[src/rtl/seg7_scan_driver.sv]
// rtl/seg7_scan_driver.sv - parallel and time-multiplexed seven-segment display driver
module seg7_scan_driver #(
  parameter int NUM_DIGITS = 6,
  parameter int SCAN_DIV   = 50000,
  parameter int DEAD_CYC   = 2,
  parameter int BLINK_DIV  = 12500000,
  parameter int ACTIVE_LOW = 1
) (
  input  logic                    iCLK,
  input  logic                    iRST_N,
  input  logic [4*NUM_DIGITS-1:0] iDIG,
  input  logic [NUM_DIGITS-1:0]   iDP,
  input  logic [NUM_DIGITS-1:0]   iBLINK,
  input  logic                    iLOAD,
  input  logic                    iBLANK_LZ,
  output logic [8*NUM_DIGITS-1:0] oSEG_ALL,
  output logic [7:0]              oSEG,
  output logic [NUM_DIGITS-1:0]   oDIG_EN,
  output logic                    oFRAME
);

  localparam int PW = $clog2(SCAN_DIV);
  localparam int BW = (BLINK_DIV > 1) ? $clog2(BLINK_DIV) : 1;
  localparam int IW = (NUM_DIGITS > 1) ? $clog2(NUM_DIGITS) : 1;

  localparam logic [PW-1:0] PRESC_LAST = PW'(SCAN_DIV - 1);
  localparam logic [PW-1:0] DEAD_LIM   = PW'(DEAD_CYC);
  localparam logic [BW-1:0] BLINK_LAST = BW'(BLINK_DIV - 1);
  localparam logic [IW-1:0] IDX_LAST   = IW'(NUM_DIGITS - 1);

  localparam logic                    EN_OFF_BIT  = (ACTIVE_LOW != 0);
  localparam logic [7:0]              SEG_OFF     = (ACTIVE_LOW != 0) ? 8'hFF : 8'h00;
  localparam logic [NUM_DIGITS-1:0]   EN_OFF      = {NUM_DIGITS{EN_OFF_BIT}};
  localparam logic [8*NUM_DIGITS-1:0] SEG_ALL_OFF = {NUM_DIGITS{SEG_OFF}};

  logic [4*NUM_DIGITS-1:0] dig_q, dig_d;
  logic [NUM_DIGITS-1:0]   dp_q, dp_d;
  logic [NUM_DIGITS-1:0]   blink_q, blink_d;
  logic                    valid_q, valid_d;
  logic [PW-1:0]           presc_q, presc_d;
  logic [IW-1:0]           idx_q, idx_d;
  logic [BW-1:0]           bcnt_q, bcnt_d;
  logic                    bphase_q, bphase_d;
  logic [8*NUM_DIGITS-1:0] seg_all_q, seg_all_d;
  logic [7:0]              seg_q, seg_d;
  logic [NUM_DIGITS-1:0]   en_q, en_d;
  logic                    frame_q, frame_d;

  logic                    presc_wrap;
  logic [8*NUM_DIGITS-1:0] pat;
  logic [NUM_DIGITS-1:0]   lz;
  logic                    lz_run;
  logic [7:0]              p;

  // Active-low g..a pattern; inverted at the end for active-high boards.
  function automatic logic [6:0] hex_to_seg(input logic [3:0] h);
    case (h)
      4'h0: hex_to_seg = 7'h40;
      4'h1: hex_to_seg = 7'h79;
      4'h2: hex_to_seg = 7'h24;
      4'h3: hex_to_seg = 7'h30;
      4'h4: hex_to_seg = 7'h19;
      4'h5: hex_to_seg = 7'h12;
      4'h6: hex_to_seg = 7'h02;
      4'h7: hex_to_seg = 7'h78;
      4'h8: hex_to_seg = 7'h00;
      4'h9: hex_to_seg = 7'h18;
      4'hA: hex_to_seg = 7'h08;
      4'hB: hex_to_seg = 7'h03;
      4'hC: hex_to_seg = 7'h46;
      4'hD: hex_to_seg = 7'h21;
      4'hE: hex_to_seg = 7'h06;
      default: hex_to_seg = 7'h0E;
    endcase
  endfunction

  always_comb begin
    dig_d   = dig_q;
    dp_d    = dp_q;
    blink_d = blink_q;
    valid_d = valid_q;
    if (iLOAD) begin
      dig_d   = iDIG;
      dp_d    = iDP;
      blink_d = iBLINK;
      valid_d = 1'b1;
    end

    presc_wrap = (presc_q == PRESC_LAST);
    presc_d    = presc_wrap ? '0 : presc_q + 1'b1;
    idx_d      = idx_q;
    if (presc_wrap) begin
      idx_d = (idx_q == IDX_LAST) ? '0 : idx_q + 1'b1;
    end
    frame_d = presc_wrap && (idx_q == IDX_LAST);

    bcnt_d   = (bcnt_q == BLINK_LAST) ? '0 : bcnt_q + 1'b1;
    bphase_d = bphase_q ^ (bcnt_q == BLINK_LAST);
  end

  // Leading-zero run is tracked from the most significant digit downward.
  always_comb begin
    pat    = SEG_ALL_OFF;
    lz     = '0;
    lz_run = 1'b1;
    p      = 8'hFF;
    for (int k = NUM_DIGITS - 1; k >= 0; k--) begin
      lz_run = lz_run & (dig_q[4*k +: 4] == 4'h0);
      lz[k]  = lz_run;
    end
    for (int k = 0; k < NUM_DIGITS; k++) begin
      p = {~dp_q[k], hex_to_seg(dig_q[4*k +: 4])};
      if (iBLANK_LZ && lz[k] && (k != 0)) begin
        p[6:0] = 7'h7F;
      end
      if ((bphase_q && blink_q[k]) || !valid_q) begin
        p = 8'hFF;
      end
      pat[8*k +: 8] = (ACTIVE_LOW != 0) ? p : ~p;
    end
  end

  // Scan outputs are computed from the next index/prescaler so they line up with them.
  always_comb begin
    seg_all_d = pat;
    seg_d     = SEG_OFF;
    en_d      = EN_OFF;
    for (int k = 0; k < NUM_DIGITS; k++) begin
      if (idx_d == IW'(k)) begin
        seg_d = pat[8*k +: 8];
        if (valid_q && (presc_d >= DEAD_LIM)) begin
          en_d[k] = ~EN_OFF_BIT;
        end
      end
    end
  end

  always_ff @(posedge iCLK or negedge iRST_N) begin
    if (!iRST_N) begin
      dig_q     <= '0;
      dp_q      <= '0;
      blink_q   <= '0;
      valid_q   <= 1'b0;
      presc_q   <= '0;
      idx_q     <= '0;
      bcnt_q    <= '0;
      bphase_q  <= 1'b0;
      seg_all_q <= SEG_ALL_OFF;
      seg_q     <= SEG_OFF;
      en_q      <= EN_OFF;
      frame_q   <= 1'b0;
    end else begin
      dig_q     <= dig_d;
      dp_q      <= dp_d;
      blink_q   <= blink_d;
      valid_q   <= valid_d;
      presc_q   <= presc_d;
      idx_q     <= idx_d;
      bcnt_q    <= bcnt_d;
      bphase_q  <= bphase_d;
      seg_all_q <= seg_all_d;
      seg_q     <= seg_d;
      en_q      <= en_d;
      frame_q   <= frame_d;
    end
  end

  assign oSEG_ALL = seg_all_q;
  assign oSEG     = seg_q;
  assign oDIG_EN  = en_q;
  assign oFRAME   = frame_q;

endmodule

[config.mk]
export PLATFORM = sky130hd
export DESIGN_NAME = seg7_scan_driver
export DESIGN_NICKNAME = d
export VERILOG_FILES = /design/src/rtl/seg7_scan_driver.sv
export SDC_FILE = /design/constraint.sdc
export NUM_CORES = 1
export LEC_CHECK = 0
export BUFFER_PORTS_ARGS = -buffer_cell sky130_fd_sc_hd__buf_2
export CAP_MARGIN = 10
export CORE_MARGIN = 2
export CORE_UTILIZATION = 35
export CTS_BUF_LIST = sky130_fd_sc_hd__clkbuf_8
export CTS_CLUSTER_SIZE = 12
export DETAILED_ROUTE_END_ITERATION = 10
export SLEW_MARGIN = 30
export SYNTH_ARGS = -nofsm -noshare
export SYNTH_HDL_FRONTEND = slang
export SYNTH_SLANG_ARGS = --single-unit
[constraint.sdc]
create_clock -name iCLK -period 3.4 [get_ports iCLK]
set_clock_uncertainty 0.05 [all_clocks]
set_input_delay 0.34 -clock iCLK [delete_from_list [all_inputs] [get_ports iCLK]]
set_output_delay 0.34 -clock iCLK [all_outputs]
set_load 0.01 [all_outputs]
==> results.py, run 1 <==
metrics = {
    "critical_path": {
        "ff2ff_path_depth": 7,
        "timing.critical_path.from_type": "register",
        "r2r-start": "presc_q[0]",
        "critical_path_required_ns": 3.75,
        "path_class": "reg2reg",
        "worstPathArrival_ns": 3.35,
        "crit_path_max_fanout": 15,
        "timing.reg2reg.setup_slack_ns": 0.39,
        "timing.critical_path.to_type": "register",
        "regToRegEndpoint": "oDIG_EN[3]",
    },
    "min_path": {
        "min_path_type": "in2reg",
        "min-delay-start": "iDIG[17]",
        "hold_depth": 3,
        "hold-path-endpoint": "dig_q[17]",
    },
    "finish": {
        "area_delta_synth_final_pct": 15.8,
        "mostFrequentLayoutCells": "buf_2 (101), nand2_1 (90), dfrtp_1 (82), dfstp_2 (62), nor2_1 (56)",
        "drive_gt1_share_pct": 27.4,
        "final_stage_net_count": 947,
        "number_of_filler_instances_in_the_final_layout": 2173,
        "layout.cell_area.non_filler_mm2": 0.00887,
        "utilization_pct": 41.0,
        "most_common_cell_after_layout_fill_and_taps_aside": "buf_2",
    },
    "clocking": {
        "clk_latency_ns": 0.46,
        "root_buffer": "clkbuf_8",
        "clock_tree.htree_level_count": 4,
        "ctsHoldBuffers": 1,
        "tritoncts.num_buffers": 17,
        "ctsResizeCount": 0,
        "cts_sinks": 144,
        "cts_buffer_depth": 2,
        "cts.clk_slew.worst_paths_ns": 0.09,
        "postCtsSetupBuffers": 0,
        "tritoncts": "yes",
    },
    "global_route": {
        "grtUsageTotal_pct": 17.4,
        "globalRouteOverflowTotal": 0,
        "grt_pass1_wl_mm": 31.9,
        "number_of_antenna_violations_at_the_first_check_in_global_routing": 1,
        "grt_pass1_vias": 5869,
        "pin_count_of_the_biggest_net_entering_global_routing": 75,
    },
    "floorplanning": {
        "start_util_pct": 35.4,
        "io-pin-count": 103,
        "die_w_um": 152,
        "die-area_mm2": 0.0231,
        "core_area_mm2": 0.0216,
        "die_height_um": 152,
        "rows": 54,
    },
    "power": {
        "fin_total_pwr_mw": 4.04,
        "power.density_cell_area_mw_per_mm2": 455,
        "leakage_power_nw": 3.87,
        "power.ir.vdd_worst_mv": 0.245,
    },
    "sta": {
        "max_slew.worst_pin.slew_ns": 0.907,
        "final_max_slew_viol_count": 0,
        "final_hold_viol_count": 0,
        "setup-violations-final": 0,
        "finalWorstSetupSlack_ns": 0.394,
        "max_freq_mhz": 333,
        "finalWorstPathRequiredPeriod_ns": 3.01,
        "grt_setup_unrepaired": "false",
        "min_period_over_period_pct": 88.4,
        "maxSlewHeadroom_pct": 39.5,
        "setup_tns_ns": 0,
    },
    "yosys": {
        "syn-num-nets": 852,
        "synth_cells": 784,
        "synth_edf_count": 0,
        "synth_async_sr_flop_share_pct": 100,
        "yosysWarningCount": 0,
        "post_synth_num_cell_types": 69,
        "synth_flop_cell": "dfrtp_1",
        "syn_avg_cell_area_um2": 9.77,
        "seq_area_frac_synth_pct": 48.0,
        "synth-seq-cells": 144,
        "post_synth_instance_area_mm2": 0.00766,
    },
    "placement": {
        "gp_congestion": 0.894,
        "dp_hpwl_mm": 14.9,
        "io_buffers": 102,
        "placed_cell_area_mm2": 0.00848,
        "pre_cts_slack_ns": 0.430,
    },
    "drt": {
        "vias_per_cell": 5.30,
        "routed_via_count": 6212,
        "detail-route-antenna-nets": 0,
        "remaining_drc_errors": 0,
        "wl_per_cell_um": 17.1,
        "detail_route.first_pass.iterations": 5,
        "drt_iter0_drc": 307,
        "detail_route.wirelength_mm": 20.1,
    },
    "job": {
        "max_cap_violations": 0,
    },
    "run_status": {
        "run_status": "finished clean",
    },
}
state kept, by name (all words and copies together) (netlist names):
signal    cells
oSEG_ALL     48
bcnt_q       24
dig_q        24
presc_q      16
oSEG          8
blink_q       6
dp_q          6
oDIG_EN       6
idx_q         3
bphase_q      1
oFRAME        1
valid_q       1
worst max path at each step:
stage / to / from / cells past startpoint
6_report: oDIG_EN[3] / presc_q[0] / 7
5_1_grt: oDIG_EN[3] / presc_q[0] / 7
4_1_cts: oDIG_EN[3] / presc_q[0] / 7
3_5_place_dp: oDIG_EN[3] / presc_q[0] / 7
3_3_place_gp: oDIG_EN[5] / presc_q[0] / 7
2_1_floorplan: oDIG_EN[5] / presc_q[0] / 8
cell usage after synthesis, drive strengths merged (3+ instances only):
master / instances / area share [%]
nand2: 90 / 4.4
dfrtp: 82 / 27
dfstp: 62 / 21
nor2: 57 / 2.8
o21ai: 51 / 3.3
nand3: 44 / 2.9
clkbuf: 32 / 1.6
inv: 30 / 1.5
ha: 28 / 4.6
o211ai: 28 / 2.7
a21oi: 27 / 1.8
xor2: 25 / 2.9
mux2: 20 / 2.9
nand4: 16 / 1.3
nor3: 16 / 1.0
mux2i: 15 / 2.0
xnor2: 13 / 1.5
buf: 12 / 0.93
o311ai: 10 / 1.1
and2: 9 / 0.73
o22ai: 9 / 0.73
a21boi: 8 / 0.78
nor2b: 8 / 0.65
and3: 6 / 0.49
maj3: 6 / 0.78
a21o: 5 / 0.49
nand2b: 5 / 0.41
a211oi: 4 / 0.39
a22oi: 4 / 0.39
a31oi: 4 / 0.33
and4: 4 / 0.46
nor3b: 4 / 0.39
nor4b: 4 / 0.70
o31a: 4 / 0.46
or4: 4 / 0.44
a22o: 3 / 0.34
and4bb: 3 / 0.49
nand3b: 3 / 0.29
nor4: 3 / 0.25
final cells by class:
cell class | instances | area, um^2 | area share, %
Sequential cell | 144 | 3680 | 41.5
Multi-Input combinational cell | 564 | 3670 | 41.3
Timing Repair Buffer | 120 | 667 | 7.51
Tap cell | 280 | 350 | 3.95
Clock buffer | 17 | 234 | 2.64
Clock inverter | 15 | 151 | 1.71
Inverter | 32 | 120 | 1.35
Antenna cell | 1 | 2.50 | 0.0282
per-stage QoR:
stage / hold slack, ns / instances
finish: 0.0371 / 1173
global route: 0.0198 / 1172
CTS: 0.0119 / 1172
detailed placement: 0.368 / 1139
global placement: 0.370 / 1139
floorplan: -0.00559 / 784
worst max-delay path, stage by stage, from the launching register on:
cell and delay, ns:
dfrtp_1 0.41, ha_1 0.33, and3_1 0.30, and4_1 0.65, nor2_2 0.09, or4_1 0.56
o41a_1 0.41, nand3_1 0.14
metal layers:
layer	up-vias	part of all wire (%)	GRT usage [%]
li1	2995	-	-
met1	3023	47	24.7
met2	164	46	26.5
met3	30	4.4	3.37
met4	0	2.3	6.14
met5	-	0	0
report_power, final:
group	total [mW]	internal [mW]	leakage, nW	switching, mW
combinational	0.663	0.266	2.00	0.398
sequential	2.04	1.93	1.69	0.114
clock	1.33	0.600	0.185	0.729
total	4.04	2.80	3.87	1.24
logic make-up (layout without fill, tap and decap cells):
kind of cell | after synthesis | after routing | synth area share (%)
other | 0 | 1 | 0
xor gates and xnor gates | 38 | 38 | 4.34
and+or+nand+nor | 282 | 282 | 18.4
AOI/OAI and AO/OA | 175 | 175 | 14.9
adders and majority gates | 34 | 34 | 5.36
DFF | 144 | 144 | 48.0
muxes | 35 | 35 | 4.90
buffers and inverters | 76 | 184 | 4.07
No activity file was read; power rests on OpenSTA's default activity.
==> run 2, diff against run 1 <==
Settings changed: PLACE_DENSITY from default to 0.63.
==> run 2 against run 1 <==
Die area did not move. Via count decreased by 0.87%. First-iteration DRC count up 11%. Non-clock buffer count shrank 2. Utilization down 0.24 points. Hold slack got worse by 0.0062 ns. Setup slack improved by 0.12 ns. Sequential share of layout area up 0.25 points. Count of clock-buffer cells in the layout did not move. Clock power is 8% lower. Critical path type unchanged. Largest cell class unchanged.
==> results.py, run 2 (synthesis results as in run 1) <==
metrics = {
    "run_status": {
        "run_status": "finished clean",
    },
    "drt": {
        "drt_iter0_drc": 342,
        "detail-route-antenna-nets": 0,
        "detail_route.first_pass.iterations": 5,
        "routedLengthMet1_mm": 9.28,
        "remaining_drc_errors": 0,
        "vias_per_cell": 5.26,
        "detail_route.wirelength_mm": 19.7,
        "detailroute.wirelength.met3_um": 867,
        "highest_layer": "met4",
        "wl_met2_mm": 8.97,
        "routed_via_count": 6158,
        "wl_per_cell_um": 16.8,
    },
    "finish": {
        "area_of_the_multi_input_gates_mm2": 0.00367,
        "most_common_cell_after_layout_fill_and_taps_aside": "buf_2",
        "number_of_flip_flops_under_the_largest_register_name": 48,
        "num_antenna_cells": 0,
        "area_delta_synth_final_pct": 15.2,
        "final_stage_net_count": 945,
        "seqCellArea_mm2": 0.00368,
        "drive_gt1_share_pct": 27.0,
        "utilization_pct": 40.8,
        "number_of_filler_instances_in_the_final_layout": 2166,
        "layout.cell_area.non_filler_mm2": 0.00882,
        "mostFrequentLayoutCells": "buf_2 (101), nand2_1 (90), dfrtp_1 (82), dfstp_2 (62), nor2_1 (56)",
        "final-instance-count-excl-fill": 1170,
    },
    "sta": {
        "grt_setup_unrepaired": "false",
        "maxSlewHeadroom_pct": 45.1,
        "final.hold.worst_slack_ns": 0.0309,
        "setup-violations-final": 0,
        "max_slew.worst_pin.slew_ns": 0.812,
        "max_freq_mhz": 347,
        "finalWorstPathRequiredPeriod_ns": 2.88,
        "final_hold_viol_count": 0,
        "final_max_slew_viol_count": 0,
        "setup_tns_ns": 0,
        "min_period_over_period_pct": 84.8,
    },
    "clocking": {
        "root_buffer": "clkbuf_8",
        "tritoncts.num_buffers": 17,
        "cts_sinks": 144,
        "cts_buffer_depth": 2,
        "postCtsSetupBuffers": 0,
        "clk_latency_ns": 0.46,
        "cts.clk_slew.worst_paths_ns": 0.09,
        "ctsResizeCount": 0,
        "tritoncts": "yes",
        "clock_tree.htree_level_count": 4,
    },
    "critical_path": {
        "timing.critical_path.to_type": "register",
        "cp-startpoint": "presc_q[0]",
        "ff2ff_path_depth": 7,
        "worstPathArrival_ns": 3.21,
        "r2r-start": "presc_q[0]",
        "timing.reg2reg.setup_slack_ns": 0.52,
        "path_class": "reg2reg",
        "critPathCapture": "oDIG_EN[4]",
        "regToRegEndpoint": "oDIG_EN[4]",
        "timing.critical_path.from_type": "register",
        "critical_path_required_ns": 3.73,
        "crit_path_max_fanout": 15,
    },
    "placement": {
        "gp_congestion": 0.913,
        "dp_hpwl_mm": 14.4,
        "placed_cell_area_mm2": 0.00846,
        "io_buffers": 102,
        "place.detailed.instances": 1137,
    },
    "floorplanning": {
        "die_height_um": 152,
        "die-area_mm2": 0.0231,
        "start_util_pct": 35.4,
        "io-pin-count": 103,
        "core_area_mm2": 0.0216,
        "rows": 54,
        "die_w_um": 152,
    },
    "power": {
        "power.ir.vdd_worst_mv": 0.272,
        "power.density_cell_area_mw_per_mm2": 444,
        "leakage_power_nw": 3.84,
    },
    "global_route": {
        "globalRouteOverflowTotal": 0,
        "pin_count_of_the_biggest_net_entering_global_routing": 104,
        "grt_pass1_vias": 5912,
        "grt_pass1_wl_mm": 31.5,
        "number_of_antenna_violations_at_the_first_check_in_global_routing": 0,
        "grtUsageTotal_pct": 17.1,
    },
    "job": {
        "max_cap_violations": 0,
    },
    "min_path": {
        "min_path_type": "in2reg",
    },
}
-- run 2: timing repair --
item	CTS	global route
hold endpoints to repair	62	0
endpoints found under the setup margin	0	0
hold buffers	1	0
-- run 2: worst max-delay path, cell delays in order, from the launching register on --
cell and delay (ns):
dfrtp_1 0.41, ha_1 0.30, and3_1 0.29, and4_1 0.62, nor2_2 0.09, or4_1 0.55, o41a_1 0.39, o21ai_0 0.11
-- run 2: final cells by class --
class | count | area share (%)
inverter | 32 | 1.36
tap | 280 | 3.97
timing repair buffer | 118 | 7.42
clock inverter | 15 | 1.29
clock buffer | 17 | 2.65
multi-input combinational | 564 | 41.6
sequential | 144 | 41.7
-- run 2: power breakdown --
group | internal (mW) | leakage, nW | total (mW) | switching [mW]
Sequential | 1.93 | 1.69 | 2.04 | 0.114
Clock | 0.508 | 0.164 | 1.22 | 0.710
Combinational | 0.263 | 1.99 | 0.657 | 0.394
-- run 2: worst min-delay path by stage --
stage                  from      endpoint  slack, ns  cells after the start
floorplan            iRST_N     bcnt_q[0]     -0.006                      0
global placement    dp_q[5]  oSEG_ALL[47]       0.41                      1
detailed placement  dp_q[5]  oSEG_ALL[47]       0.40                      1
CTS                 iDIG[2]      dig_q[2]      0.005                      3
global route        iDIG[1]      dig_q[1]       0.02                      3
finish              iDIG[2]      dig_q[2]       0.03                      3
-- run 2: routing by layer --
layer	vias up	global-route usage [%]
met5	-	0
met4	0	6.72
met3	35	3.42
met2	152	26.5
met1	2988	23.7
li1	2983	-
-- run 2: metrics by stage --
stage               total power, mW  setup slack, ns
floorplan                      2.42             1.03
detailed placement             2.73            0.496
CTS                            3.96            0.488
global route                   4.11            0.317
global placement               2.73            0.571
finish                         3.92            0.516
